**src/rtl/dac714_serial_tx_if.sv**
```systemverilog
`default_nettype none
// ============================================================================
// Module      : dac714_serial_tx_if
// Description : Bus bundle between the ramp generator, the DAC714 serial
//               transmitter and the 3-wire DAC pins.
// Revision    : 1.0 - initial release
// ============================================================================
interface dac714_serial_tx_if #(
  parameter int DAC_WIDTH = 16
);
  // Generator / control side
  logic                 enable;
  logic                 dac_strobe;
  logic [DAC_WIDTH-1:0] dac_in;
  logic                 ovr_clr;
  // DAC pins and status
  logic                 dac_sclk;
  logic                 dac_sdi;
  logic                 dac_nlatch;
  logic                 busy;
  logic [7:0]           ovr_cnt;

  // Upstream driver (generator / testbench)
  modport master (
    output enable, dac_strobe, dac_in, ovr_clr,
    input  dac_sclk, dac_sdi, dac_nlatch, busy, ovr_cnt
  );

  // Transmitter
  modport slave (
    input  enable, dac_strobe, dac_in, ovr_clr,
    output dac_sclk, dac_sdi, dac_nlatch, busy, ovr_cnt
  );
endinterface
`default_nettype wire

```
**src/rtl/dac714_serial_tx.sv**
```systemverilog
`default_nettype none
// ============================================================================
// Module      : dac714_serial_tx
// Description : DAC714 3-wire serial transmitter. Captures generator words
//               into a one-deep pending buffer and shifts them MSB-first on
//               SCLK/SDI, followed by an active-low nLATCH pulse. Words
//               overwritten in the pending buffer are counted (saturating).
// Revision    : 1.0 - initial release
// ============================================================================
module dac714_serial_tx #(
  parameter int DAC_WIDTH     = 16,
  parameter int CLK_DIV       = 1,
  parameter int LATCH_CYCLES  = 2,
  parameter int OFFSET_BINARY = 0
) (
  input  wire                      clk_slow,
  input  wire                      nReset,
  dac714_serial_tx_if.slave        dac_if
);

  // Shared down-counter covers both the SCLK half-period and the latch time.
  localparam int CNT_MAX = (CLK_DIV > LATCH_CYCLES) ? CLK_DIV : LATCH_CYCLES;
  localparam int CNT_W   = (CNT_MAX < 2) ? 1 : $clog2(CNT_MAX);
  localparam int BIT_W   = $clog2(DAC_WIDTH + 1);

  localparam logic [CNT_W-1:0] DIV_RELOAD   = CNT_W'(CLK_DIV - 1);
  localparam logic [CNT_W-1:0] LATCH_RELOAD = CNT_W'(LATCH_CYCLES - 1);
  localparam logic [BIT_W-1:0] BIT_LOAD     = BIT_W'(DAC_WIDTH);
  localparam logic [BIT_W-1:0] BIT_LAST     = BIT_W'(1);
  // Flipping the sign bit turns two's complement into offset binary.
  localparam logic [DAC_WIDTH-1:0] MSB_FLIP =
    (OFFSET_BINARY != 0) ? {1'b1, {(DAC_WIDTH-1){1'b0}}} : '0;

  typedef enum logic [1:0] {
    IDLE     = 2'd0,
    SHIFT_LO = 2'd1,
    SHIFT_HI = 2'd2,
    LATCH    = 2'd3
  } state_t;

  state_t               state_q,  state_d;
  logic [CNT_W-1:0]     cnt_q,    cnt_d;
  logic [BIT_W-1:0]     bitcnt_q, bitcnt_d;
  logic [DAC_WIDTH-1:0] shreg_q,  shreg_d;
  logic [DAC_WIDTH-1:0] pend_q,   pend_d;
  logic                 pend_v_q, pend_v_d;
  logic [7:0]           ovr_q,    ovr_d;
  logic                 sclk_q, sdi_q, nlatch_q, busy_q;
  logic                 consume;
  logic                 accept;
  logic                 overrun;

  // Frame sequencer: load from pending, shift each bit low/high, then latch.
  always_comb begin
    state_d  = state_q;
    cnt_d    = cnt_q;
    bitcnt_d = bitcnt_q;
    shreg_d  = shreg_q;
    consume  = 1'b0;
    unique case (state_q)
      IDLE: begin
        if (pend_v_q && dac_if.enable) begin
          consume  = 1'b1;
          shreg_d  = pend_q ^ MSB_FLIP;
          bitcnt_d = BIT_LOAD;
          cnt_d    = DIV_RELOAD;
          state_d  = SHIFT_LO;
        end
      end
      SHIFT_LO: begin
        if (cnt_q == '0) begin
          cnt_d   = DIV_RELOAD;
          state_d = SHIFT_HI;
        end else begin
          cnt_d = cnt_q - 1'b1;
        end
      end
      SHIFT_HI: begin
        if (cnt_q == '0) begin
          shreg_d  = {shreg_q[DAC_WIDTH-2:0], 1'b0};
          bitcnt_d = bitcnt_q - 1'b1;
          if (bitcnt_q == BIT_LAST) begin
            cnt_d   = LATCH_RELOAD;
            state_d = LATCH;
          end else begin
            cnt_d   = DIV_RELOAD;
            state_d = SHIFT_LO;
          end
        end else begin
          cnt_d = cnt_q - 1'b1;
        end
      end
      LATCH: begin
        if (cnt_q == '0) begin
          state_d = IDLE;
        end else begin
          cnt_d = cnt_q - 1'b1;
        end
      end
      default: state_d = IDLE;
    endcase
  end

  // Pending buffer and overrun counter; a word consumed this cycle is the old one.
  always_comb begin
    accept   = dac_if.dac_strobe && dac_if.enable;
    overrun  = accept && pend_v_q && !consume;
    pend_d   = pend_q;
    pend_v_d = pend_v_q;
    ovr_d    = ovr_q;
    if (!dac_if.enable) begin
      pend_v_d = 1'b0;
    end else if (accept) begin
      pend_d   = dac_if.dac_in;
      pend_v_d = 1'b1;
    end else if (consume) begin
      pend_v_d = 1'b0;
    end
    if (dac_if.ovr_clr) begin
      ovr_d = '0;
    end else if (overrun && (ovr_q != 8'hFF)) begin
      ovr_d = ovr_q + 8'd1;
    end
  end

  // State, datapath and registered pin drivers decoded from the next state.
  always_ff @(posedge clk_slow) begin
    if (!nReset) begin
      state_q  <= IDLE;
      cnt_q    <= '0;
      bitcnt_q <= '0;
      shreg_q  <= '0;
      pend_q   <= '0;
      pend_v_q <= 1'b0;
      ovr_q    <= '0;
      sclk_q   <= 1'b0;
      sdi_q    <= 1'b0;
      nlatch_q <= 1'b1;
      busy_q   <= 1'b0;
    end else begin
      state_q  <= state_d;
      cnt_q    <= cnt_d;
      bitcnt_q <= bitcnt_d;
      shreg_q  <= shreg_d;
      pend_q   <= pend_d;
      pend_v_q <= pend_v_d;
      ovr_q    <= ovr_d;
      sclk_q   <= (state_d == SHIFT_HI);
      nlatch_q <= (state_d != LATCH);
      busy_q   <= (state_d != IDLE);
      // SDI only moves on entry to the low phase, so it is stable across the rise.
      if (state_d == SHIFT_LO) begin
        sdi_q <= shreg_d[DAC_WIDTH-1];
      end
    end
  end

  assign dac_if.dac_sclk   = sclk_q;
  assign dac_if.dac_sdi    = sdi_q;
  assign dac_if.dac_nlatch = nlatch_q;
  assign dac_if.busy       = busy_q;
  assign dac_if.ovr_cnt    = ovr_q;

endmodule
`default_nettype wire

```
**src/flat_wrapper.sv**
```systemverilog
// flat-port wrapper written by rule: the top's interface ports become plain ports
module dac714_serial_tx_flat 
#(
  parameter int DAC_WIDTH     = 16,
  parameter int CLK_DIV       = 1,
  parameter int LATCH_CYCLES  = 2,
  parameter int OFFSET_BINARY = 0
)
  (clk_slow, nReset, dac_if_enable, dac_if_dac_strobe, dac_if_dac_in, dac_if_ovr_clr, dac_if_dac_sclk, dac_if_dac_sdi, dac_if_dac_nlatch, dac_if_busy, dac_if_ovr_cnt);
  dac714_serial_tx_if #(.DAC_WIDTH(DAC_WIDTH)) dac_if_i ();
  input  wire clk_slow;
  input  wire nReset;
  input wire logic [$bits(dac_if_i.enable)-1:0] dac_if_enable;
  input wire logic [$bits(dac_if_i.dac_strobe)-1:0] dac_if_dac_strobe;
  input wire logic [$bits(dac_if_i.dac_in)-1:0] dac_if_dac_in;
  input wire logic [$bits(dac_if_i.ovr_clr)-1:0] dac_if_ovr_clr;
  output wire logic [$bits(dac_if_i.dac_sclk)-1:0] dac_if_dac_sclk;
  output wire logic [$bits(dac_if_i.dac_sdi)-1:0] dac_if_dac_sdi;
  output wire logic [$bits(dac_if_i.dac_nlatch)-1:0] dac_if_dac_nlatch;
  output wire logic [$bits(dac_if_i.busy)-1:0] dac_if_busy;
  output wire logic [$bits(dac_if_i.ovr_cnt)-1:0] dac_if_ovr_cnt;
  assign dac_if_i.enable = dac_if_enable;
  assign dac_if_i.dac_strobe = dac_if_dac_strobe;
  assign dac_if_i.dac_in = dac_if_dac_in;
  assign dac_if_i.ovr_clr = dac_if_ovr_clr;
  assign dac_if_dac_sclk = dac_if_i.dac_sclk;
  assign dac_if_dac_sdi = dac_if_i.dac_sdi;
  assign dac_if_dac_nlatch = dac_if_i.dac_nlatch;
  assign dac_if_busy = dac_if_i.busy;
  assign dac_if_ovr_cnt = dac_if_i.ovr_cnt;
  dac714_serial_tx #(.DAC_WIDTH(DAC_WIDTH), .CLK_DIV(CLK_DIV), .LATCH_CYCLES(LATCH_CYCLES), .OFFSET_BINARY(OFFSET_BINARY)) u_core (.clk_slow(clk_slow), .nReset(nReset), .dac_if(dac_if_i));
endmodule
```
**config.mk**
```make
export PLATFORM = sky130hd
export DESIGN_NAME = dac714_serial_tx_flat
export DESIGN_NICKNAME = d
export VERILOG_FILES = /design/src/rtl/dac714_serial_tx_if.sv /design/src/rtl/dac714_serial_tx.sv /design/src/flat_wrapper.sv
export SDC_FILE = /design/constraint.sdc
export NUM_CORES = 1
export LEC_CHECK = 0
export BUFFER_PORTS_ARGS = -buffer_cell sky130_fd_sc_hd__buf_2
export CORE_MARGIN = 5
export CORE_UTILIZATION = 40
export CTS_BUF_LIST = sky130_fd_sc_hd__clkbuf_2 sky130_fd_sc_hd__clkbuf_4 sky130_fd_sc_hd__clkbuf_8
export DETAILED_ROUTE_END_ITERATION = 8
export PLACE_DENSITY = 0.71
export SKIP_LAST_GASP = 1
export SYNTH_ARGS = -nofsm -noshare
export SYNTH_HDL_FRONTEND = slang
export SYNTH_SLANG_ARGS = --single-unit
```
**constraint.sdc**
```tcl
create_clock -name clk_slow -period 3.2 [get_ports clk_slow]
set_clock_uncertainty 0.1 [all_clocks]
set_input_delay 0.16 -clock clk_slow [delete_from_list [all_inputs] [get_ports clk_slow]]
set_output_delay 0.16 -clock clk_slow [all_outputs]
set_load 0.01 [all_outputs]
```
==> results of run 1 <==
## flip-flops by register name (all words and copies together), names as in the netlist
signal                    cells
u_core.pend_q                16
u_core.shreg_q               16
u_core.dac_if.ovr_cnt         8
u_core.bitcnt_q               5
u_core.state_q                2
u_core.cnt_q                  1
u_core.dac_if.busy            1
u_core.dac_if.dac_nlatch      1
u_core.dac_if.dac_sclk        1
u_core.dac_if.dac_sdi         1
u_core.pend_v_q               1
## worst max path at each step
stage | from | end | depth (start not counted)
2_1_floorplan | u_core.bitcnt_q[0] | u_core.dac_if.dac_sdi | 5
3_3_place_gp | u_core.state_q[1] | u_core.dac_if.dac_sdi | 4
3_5_place_dp | u_core.state_q[1] | u_core.bitcnt_q[4] | 4
4_1_cts | u_core.state_q[1] | u_core.bitcnt_q[4] | 4
5_1_grt | u_core.state_q[1] | u_core.bitcnt_q[4] | 4
6_report | u_core.state_q[1] | u_core.bitcnt_q[4] | 4
## layer usage
metal	global-route usage, %	wire length (µm)	up-vias
met3	3.356	169	8
met4	4.678	74	0
met5	0	0	-
li1	-	-	981
met1	16.09	2216	885
met2	24.13	2144	34
## cells in the final DEF, fill, tap and decap left out, types with 5 or more instances in the layout
cell type / n
a22oi_1: 16
clkbuf_8: 5
nand2_1: 52
nor2_1: 14
buf_2: 32
dfxtp_1: 53
a21oi_1: 39
inv_1: 6
dlygate4sd3_1: 17
## cells by family (layout without fill, tap and decap cells)
logic type	count (synthesis)	after routing	share of synthesized area, %
buffers and inverters	22	65	4.290
AOI/OAI and AO/OA	78	78	22.73
DFF	53	53	49.16
adders and majority gates	3	3	1.739
muxes	1	1	0.4638
and+or+nand+nor	94	94	20.41
xor gates and xnor gates	3	3	1.218
## cell type report
type                       count  area share (%)
inverter                       6          0.8523
multi-input combinational    179           38.26
clock inverter                 2           1.468
clock buffer                   6           2.888
tap                           70           3.314
timing repair buffer          51           13.07
sequential                    53           40.15
## worst max-delay path, stage by stage, from the launching register on
cell and delay [ns]:
dfxtp_1 0.56, nor3b_4 0.73, nand2_2 0.15, or4_1 0.42
a31oi_1 0.16
## per-stage QoR
step | total power, mW | worst slack, ns | util [%] | cells | hold WS [ns]
finish | 1.228 | 1.012 | 51.09 | 367 | 0.02597
global route | 1.279 | 0.8634 | 51.09 | 367 | 0.04093
CTS | 1.240 | 1.001 | 51.09 | 367 | 0.01733
detailed placement | 0.7684 | 1.027 | 45.57 | 342 | 0.3060
global placement | 0.7680 | 1.104 | 45.57 | 342 | 0.3014
floorplan | 0.7412 | 1.447 | - | 254 | 0.1445
## power groups by stage
stage	Sequential, mW	Combinational, mW	Clock, mW
final	0.685	0.0844	0.459
after floorplan	0.697	0.0442	0
after global placement	0.700	0.0678	0
after detailed placement	0.701	0.0679	0
after CTS	0.685	0.0841	0.470
after global routing	0.687	0.0943	0.497
==> run metrics, run 1 <==
total of max-cap violations=0; Routed wire per std cell=12.55 µm; Pins Over Slew Limit=0; Fin. Hold Viols=0; Post-DP Area=2357 µm²; Post-synth EDFFs=0; Pre-antenna DRT Iters=4; Critical Path AT=~2.3 ns; # DRC=0; internal power=0.9575 mW; pin count of the biggest net entering global routing=28; critical path class=flip-flop to flip-flop; number of global-route vias before repair=1777; area grow syn2layout=22.43%; first-pass GRT wire length=8073 µm; clk sinks=53; most frequent cell after synthesis=dfxtp_1; die area=6965 µm²; detailed-route via count=1908; FMAX=457.0 MHz; core area=5172 µm²; H-Tree Level Count=2; r2r startpoint=u_core.state_q[1]; Yosys top cell by area=dfxtp_1; Fill cells=481; share of cells above drive strength 1=between 10% and 20%; Routed Antenna Nets=0; worst hold start=dac_if_enable; Peak supply drop=0.2237 mV; Mapped Area=2158 µm²; total wire length=4605 µm; Vias/cell=5.199; Root Buffer=clkbuf_8; Num CTS Buffers=5; port buffer count=32; leakage=1.007 nW; critical path endpoint category=flip-flop; Post-CTS Setup Inserts=0; Cell Pwr Density=464.8 nW/µm²; Logic pwr share=approximately 6.9%; Clk pwr share=37.3%; RSZ-0062 raised after global routing=false; status=completed; fin crit period=about 2.2 ns; total track usage=13.66%; Worst Hold Endpoint=u_core.pend_v_q; I/O pin count=33; switching part of the total=22.04%; Nets=320; FF-to-FF path depth=4; synth unique cells=46; Post-Syn Nets=278; HP Class=primary input to flip-flop; PostCTS Resize Cnt=0; Slew HR=around half; post-DP HPWL=around 3000 µm; GRT Residual Overflow=0; Hold Path Cell Cnt=3; reg-to-reg slack, setup=slightly above 1 ns; sequential power share=a little under three fifths; Chip Height=83.46 µm; Worst Path Max Fanout=18; Psw=0.2707 mW; Worst setup SP type=flip-flop; RR Endpoint=u_core.bitcnt_q[4]; post-route cell area=approximately 2600 µm²; cts hold-fix bufs=17; Clock Latency Late Sink=0.31 ns; Yosys reg bits=53; GPL Wtd Cong=0.7925; CTS tree=done; syn avg cell area=8.497 µm²; Synth Flop Type=dfxtp_1; Multi-input gate area=1011 µm²; 1st-iter DRT viols=95; register area=1061 µm²; Synth top cells by count=53 x dfxtp_1, 52 x nand2_1, 39 x a21oi_1; FFs w/ async S/R, synth=0%; Final period util=68.37%; Fin Setup TNS=0 ns; antenna violations before repair=0; Synth area leaders=dfxtp_1 49%, a21oi_1 9.0%, nand2_1 9.0%; Seq/Total Area, Yosys=49.16%; Starting Density=41.73%; final setup vio count=0; Die W=roughly 83 µm; Ant. Diodes=0; synthesized netlist cell count=254; top-area cell type share of the netlist area=roughly half; Worst Max-Slew Pin Slew=approximately 0.77 ns; Max Buffers Root-to-Sink=2; Yosys Warn Count=0; FP Rows=26; clock slew at reported path FFs=around 0.10 ns; Req. time, crit path=approximately 3.3 ns
Note: power is estimated with default switching activity, not from simulation.
==> run 2: changes to the inputs <==
==> constraint.sdc (replaced) <==
create_clock -name clk_slow -period 2.1 [get_ports clk_slow]
set_clock_uncertainty 0.1 [all_clocks]
set_input_delay 0.105 -clock clk_slow [delete_from_list [all_inputs] [get_ports clk_slow]]
set_output_delay 0.105 -clock clk_slow [all_outputs]
set_load 0.01 [all_outputs]
==> run metrics, run 2 (synthesis gave the netlist of run 1 again) <==
final worst slack=0.2341 ns (-0.7779 ns); pin count of the biggest net entering global routing=31 (+11%); Critical Path AT=1.96 ns (-0.36 ns); Clock Latency Late Sink=0.30 ns (about the same); Die W=83.46 µm (unchanged); FMAX=535.9 MHz (+17%); H-Tree Level Count=2 (unchanged); slowest cell delay on critical path=0.51 ns (-0.22 ns); leading cell types in the layout, fill and taps excluded=53 x dfxtp_1, 52 x nand2_1, 39 x a21oi_1; fin crit period=1.866 ns (-0.3221 ns); Final period util=88.85% (+20 points); final setup vio count=0 (unchanged); CP bufs+invs=0 (unchanged); Worst setup SP type=flip-flop; Routed wire per std cell=12.28 µm (-2.2%); Starting Density=41.73% (unchanged); Slew HR=59.58% (+11 points); share of cells above drive strength 1=16.56% (+0.73 points); Crit path depth=5 (+1); clk sinks=53 (unchanged); FP Rows=26 (unchanged); RSZ-0062 raised after global routing=false; Worst Path Max Fanout=5 (-13); Layout Cells excl Fill=372 (+1.4%); port buffer count=32 (unchanged); Logic pwr share=7.7% (+0.8 points); Vias/cell=5.175 (-0.47%); Nets=325 (+1.6%); FF-to-FF path depth=5 (+1); Worst Max-Slew Pin Slew=0.6063 ns (-0.1593 ns); Root Buffer=clkbuf_8; Fill cells=489 (+1.7%); Fin Setup TNS=0 ns (unchanged); leakage=1.014 nW (+0.63%); total track usage=13.99% (+0.33 points); detailed-route via count=1925 (+0.89%); critical path endpoint category=flip-flop; clock slew at reported path FFs=0.09 ns (about the same); core area=5172 µm² (unchanged); switching part of the total=23.46% (+1.4 points); area grow syn2layout=23.30%; cts hold-fix bufs=19 (+2); Ant. Diodes=0 (unchanged); I/O pin count=33 (unchanged); total power=1.752 mW (+43%); Finished Core Util=51.45% (+0.36 points); Psw=0.4110 mW (+52%); total of max-cap violations=0 (unchanged); internal power=1.341 mW (+40%); status=completed; Peak supply drop=0.3357 mV (+50%); critical path class=flip-flop to flip-flop; GPL Wtd Cong=0.7933 (+0.10%); Fin. Hold Viols=0 (unchanged); Post-CTS Setup Inserts=0 (unchanged); Cell Pwr Density=658.3 nW/µm² (+42%); Num CTS Buffers=5 (unchanged); post-DP HPWL=2999 µm (+1.8%); reg-to-reg slack, setup=0.23 ns (-0.78 ns); CP cell instances=ha_1 -> or4b_1 -> a221o_1 -> o21ai_0 -> a21oi_1; 1st-iter DRT viols=98 (+3.2%); dpl ws=0.2363 ns (-0.7910 ns); delay-heaviest family, CP=compound AO/OA/AOI/OAI gates; die area=6965 µm² (unchanged); # DRC=0 (unchanged); Pre-antenna DRT Iters=4 (unchanged); HP Class=primary input to flip-flop; placed insts=345 (+0.88%); Chip Height=83.46 µm (unchanged); CTS tree=done; Hold Path Cell Cnt=3 (unchanged); commonest non-fill, non-tap cell in the layout=dfxtp_1; Routed Antenna Nets=0 (unchanged); GRT Residual Overflow=0 (unchanged); total wire length=4567 µm (-0.83%); Pins Over Slew Limit=0 (unchanged); antenna violations before repair=0 (unchanged); first-pass GRT wire length=8252 µm (+2.2%); Slowest-stage cell, CP=or4b_1; Req. time, crit path=2.19 ns (-1.14 ns); Max Buffers Root-to-Sink=2 (unchanged); sequential power share=59.5% (+3.7 points); number of global-route vias before repair=1914 (+7.7%); PostCTS Resize Cnt=0 (unchanged); Clk pwr share=32.8% (-4.5 points)
-- run 2: changes by cell type in the layout (fill, tap and decap cells not counted) --
cell / before / now
clkinvlp_4: 0 / 2
dlygate4sd3_1: 17 / 19
bufinv_16: 1 / 0
buf_4: 2 / 5
clkinv_4: 1 / 0
-- run 2: cell type report --
| cell class | count | area [µm²] | area share [%] |
|---|---|---|---|
| clock inverter | 2 | 15.01 | 0.5642 |
| clock buffer | 6 | 76.32 | 2.868 |
| sequential | 53 | 1061 | 39.87 |
| tap | 70 | 87.58 | 3.291 |
| timing repair buffer | 56 | 387.9 | 14.57 |
| inverter | 6 | 22.52 | 0.8463 |
| multi-input combinational | 179 | 1011 | 37.99 |
-- run 2: power by group through the flow --
stage	Clock [mW]	Combinational (mW)	Sequential (mW)
global route	0.634	0.152	1.05
CTS	0.595	0.135	1.04
floorplan	0	0.0674	1.06
detailed placement	0	0.108	1.07
finish	0.575	0.134	1.04
global placement	0	0.107	1.07
-- run 2: metrics by stage --
| step | instance area, µm² | hold WS [ns] |
|---|---|---|
| after global routing | 2661 | 0.08302 |
| after CTS | 2661 | 0.05575 |
| final | 2661 | 0.06270 |
| after floorplan | 2158 | 0.08951 |
| after detailed placement | 2380 | 0.2509 |
| after global placement | 2380 | 0.2466 |
-- run 2: path summary, 6_finish.rpt --
path / end / from
setup / recovery: u_core.dac_if.dac_sdi / u_core.bitcnt_q[0]
hold / removal: u_core.dac_if.busy / dac_if_enable
setup reg to reg: u_core.dac_if.dac_sdi / u_core.bitcnt_q[0]
hold reg to reg: u_core.pend_q[4] / u_core.pend_q[4]
-- run 2: worst reg2reg max path, delay by kind of cell (launching register included) --
| family | cells | cell delay, ns |
|---|---|---|
| compound gates | 3 | 0.58 |
| simple gates | 1 | 0.51 |
| flops | 1 | 0.41 |
| fa+ha+maj | 1 | 0.16 |
-- run 2: per-layer routing --
layer	track usage, %	share of wire (%)
met2	23.98	47
met5	0	0
met4	5.409	2.4
met1	16.99	48
met3	3.159	2.8
==> run 3: changes to the inputs <==
--- a/config.mk
+++ b/config.mk
@@ -10,7 +10,6 @@
 export CORE_UTILIZATION = 40
 export CTS_BUF_LIST = sky130_fd_sc_hd__clkbuf_2 sky130_fd_sc_hd__clkbuf_4 sky130_fd_sc_hd__clkbuf_8
 export DETAILED_ROUTE_END_ITERATION = 8
-export PLACE_DENSITY = 0.71
 export SKIP_LAST_GASP = 1
 export SYNTH_ARGS = -nofsm -noshare
 export SYNTH_HDL_FRONTEND = slang
==> run metrics, run 3 (synthesis gave the netlist of run 1 again) <==
status=completed; commonest non-fill, non-tap cell in the layout=dfxtp_1; GRT Residual Overflow=0 (unchanged); placed insts=344 (-0.29%); I/O pin count=33 (unchanged); die area=6965 µm² (unchanged); fin crit period=1.854 ns (-0.01175 ns); pin count of the biggest net entering global routing=39 (+26%); Die W=83.46 µm (unchanged); Req. time, crit path=2.20 ns (about the same); critical path class=flip-flop to flip-flop; final setup vio count=0 (unchanged); Pins Over Slew Limit=0 (unchanged); # DRC=0 (unchanged); total wire length=4700 µm (+2.9%); FF-to-FF path depth=5 (unchanged); Post-CTS Setup Inserts=0 (unchanged); area grow syn2layout=24.29%; FMAX=539.3 MHz (+0.63%); clock slew at reported path FFs=0.10 ns (about the same); post-DP HPWL=2921 µm (-2.6%); total track usage=13.90% (-0.086 points); Hold Path Cell Cnt=3 (unchanged); Chip Height=83.46 µm (unchanged); Final period util=88.29% (-0.56 points); first-pass GRT wire length=8148 µm (-1.3%); 1st-iter DRT viols=97 (-1.0%); Nets=324 (-0.31%); number of global-route vias before repair=1726 (-9.8%); leading cell types in the layout, fill and taps excluded=53 x dfxtp_1, 52 x nand2_1, 39 x a21oi_1; Fin. Hold Viols=0 (unchanged); Critical Path AT=1.95 ns (about the same); Worst Path Max Fanout=5 (unchanged); HP Class=primary input to flip-flop; Cell Pwr Density=709.4 nW/µm² (+7.8%); RSZ-0062 raised after global routing=false; antenna violations before repair=0 (unchanged); Worst setup SP type=flip-flop; Root Buffer=clkbuf_8; CTS tree=done; GPL Wtd Cong=0.8276 (+4.3%); critical path endpoint category=flip-flop; share of cells above drive strength 1=16.28% (-0.28 points); Clock Latency Late Sink=0.30 ns (about the same); detailed-route via count=1883 (-2.2%); total of max-cap violations=0 (unchanged); Worst Max-Slew Pin Slew=0.6188 ns (+0.01257 ns); Ant. Diodes=0 (unchanged); Vias/cell=5.075 (-1.9%); Fill cells=505 (+3.3%); Peak supply drop=0.3067 mV (-8.6%); Num CTS Buffers=5 (unchanged); clk sinks=53 (unchanged); Pre-antenna DRT Iters=4 (unchanged); Slew HR=58.64% (-0.94 points); Routed Antenna Nets=0 (unchanged); Max Buffers Root-to-Sink=2 (unchanged); port buffer count=32 (unchanged); H-Tree Level Count=2 (unchanged); leakage=1.026 nW (+1.2%); Fin Setup TNS=0 ns (unchanged); Layout Cells excl Fill=371 (-0.27%); Starting Density=41.73% (unchanged); core area=5172 µm² (unchanged); Routed wire per std cell=12.67 µm (+3.2%); FP Rows=26 (unchanged)
[run 3: timing repair]
action / CTS / global route
endpoints found under the hold margin: 18 / 0
hold buffers: 19 / 0
resized for setup: 0 / 0
[run 3: layout make-up]
class | instances | area (µm²) | area share (%)
well taps | 70 | 87.58 | 3.265
flip-flops and latches | 53 | 1061 | 39.55
clock inverters | 2 | 37.54 | 1.399
multi-input cells | 179 | 1011 | 37.69
clock buffers | 6 | 82.58 | 3.078
repair buffers | 55 | 380.4 | 14.18
inverters | 6 | 22.52 | 0.8396
[run 3: layer usage]
metal | track usage (%) | up-vias | wire length [µm]
li1 | - | 988 | -
met1 | 18.74 | 859 | 2291
met2 | 21.72 | 31 | 2159
met3 | 3.653 | 5 | 186
met4 | 4.386 | 0 | 63
met5 | 0 | - | 0
[run 3: metrics by stage]
stage	setup slack [ns]	util (%)	hold slack, ns	area [µm²]	total power [mW]
3_3_place_gp	0.2755	45.86	0.2464	2372	1.173
3_5_place_dp	0.2439	45.86	0.2509	2372	1.174
2_1_floorplan	0.3472	-	0.08951	2158	1.129
5_1_grt	0.09220	51.86	0.06210	2683	1.979
6_report	0.2459	51.86	0.04790	2683	1.903
4_1_cts	0.2390	51.86	0.03980	2683	1.920
[run 3: worst max-delay path, cell delays in order, from the launching register on]
cell and delay [ns]:
dfxtp_1 0.40, ha_1 0.16, or4b_1 0.51, a221o_1 0.39, o21ai_0 0.15, a21oi_1 0.05
[run 3: report_power, final]
group	leakage (nW)	internal [mW]	switching, mW
clock network	0.0574	0.388	0.338
registers	0.430	1.03	0.0160
logic	0.539	0.0646	0.0692
[run 3: final timing paths]
kind / slack [ns] / to / startpoint
max: 0.25 / u_core.dac_if.dac_sdi / u_core.bitcnt_q[0]
min: 0.05 / u_core.dac_if.busy / dac_if_enable
max reg2reg: 0.25 / u_core.dac_if.dac_sdi / u_core.bitcnt_q[0]
min reg2reg: 0.36 / u_core.shreg_q[14] / u_core.shreg_q[14]
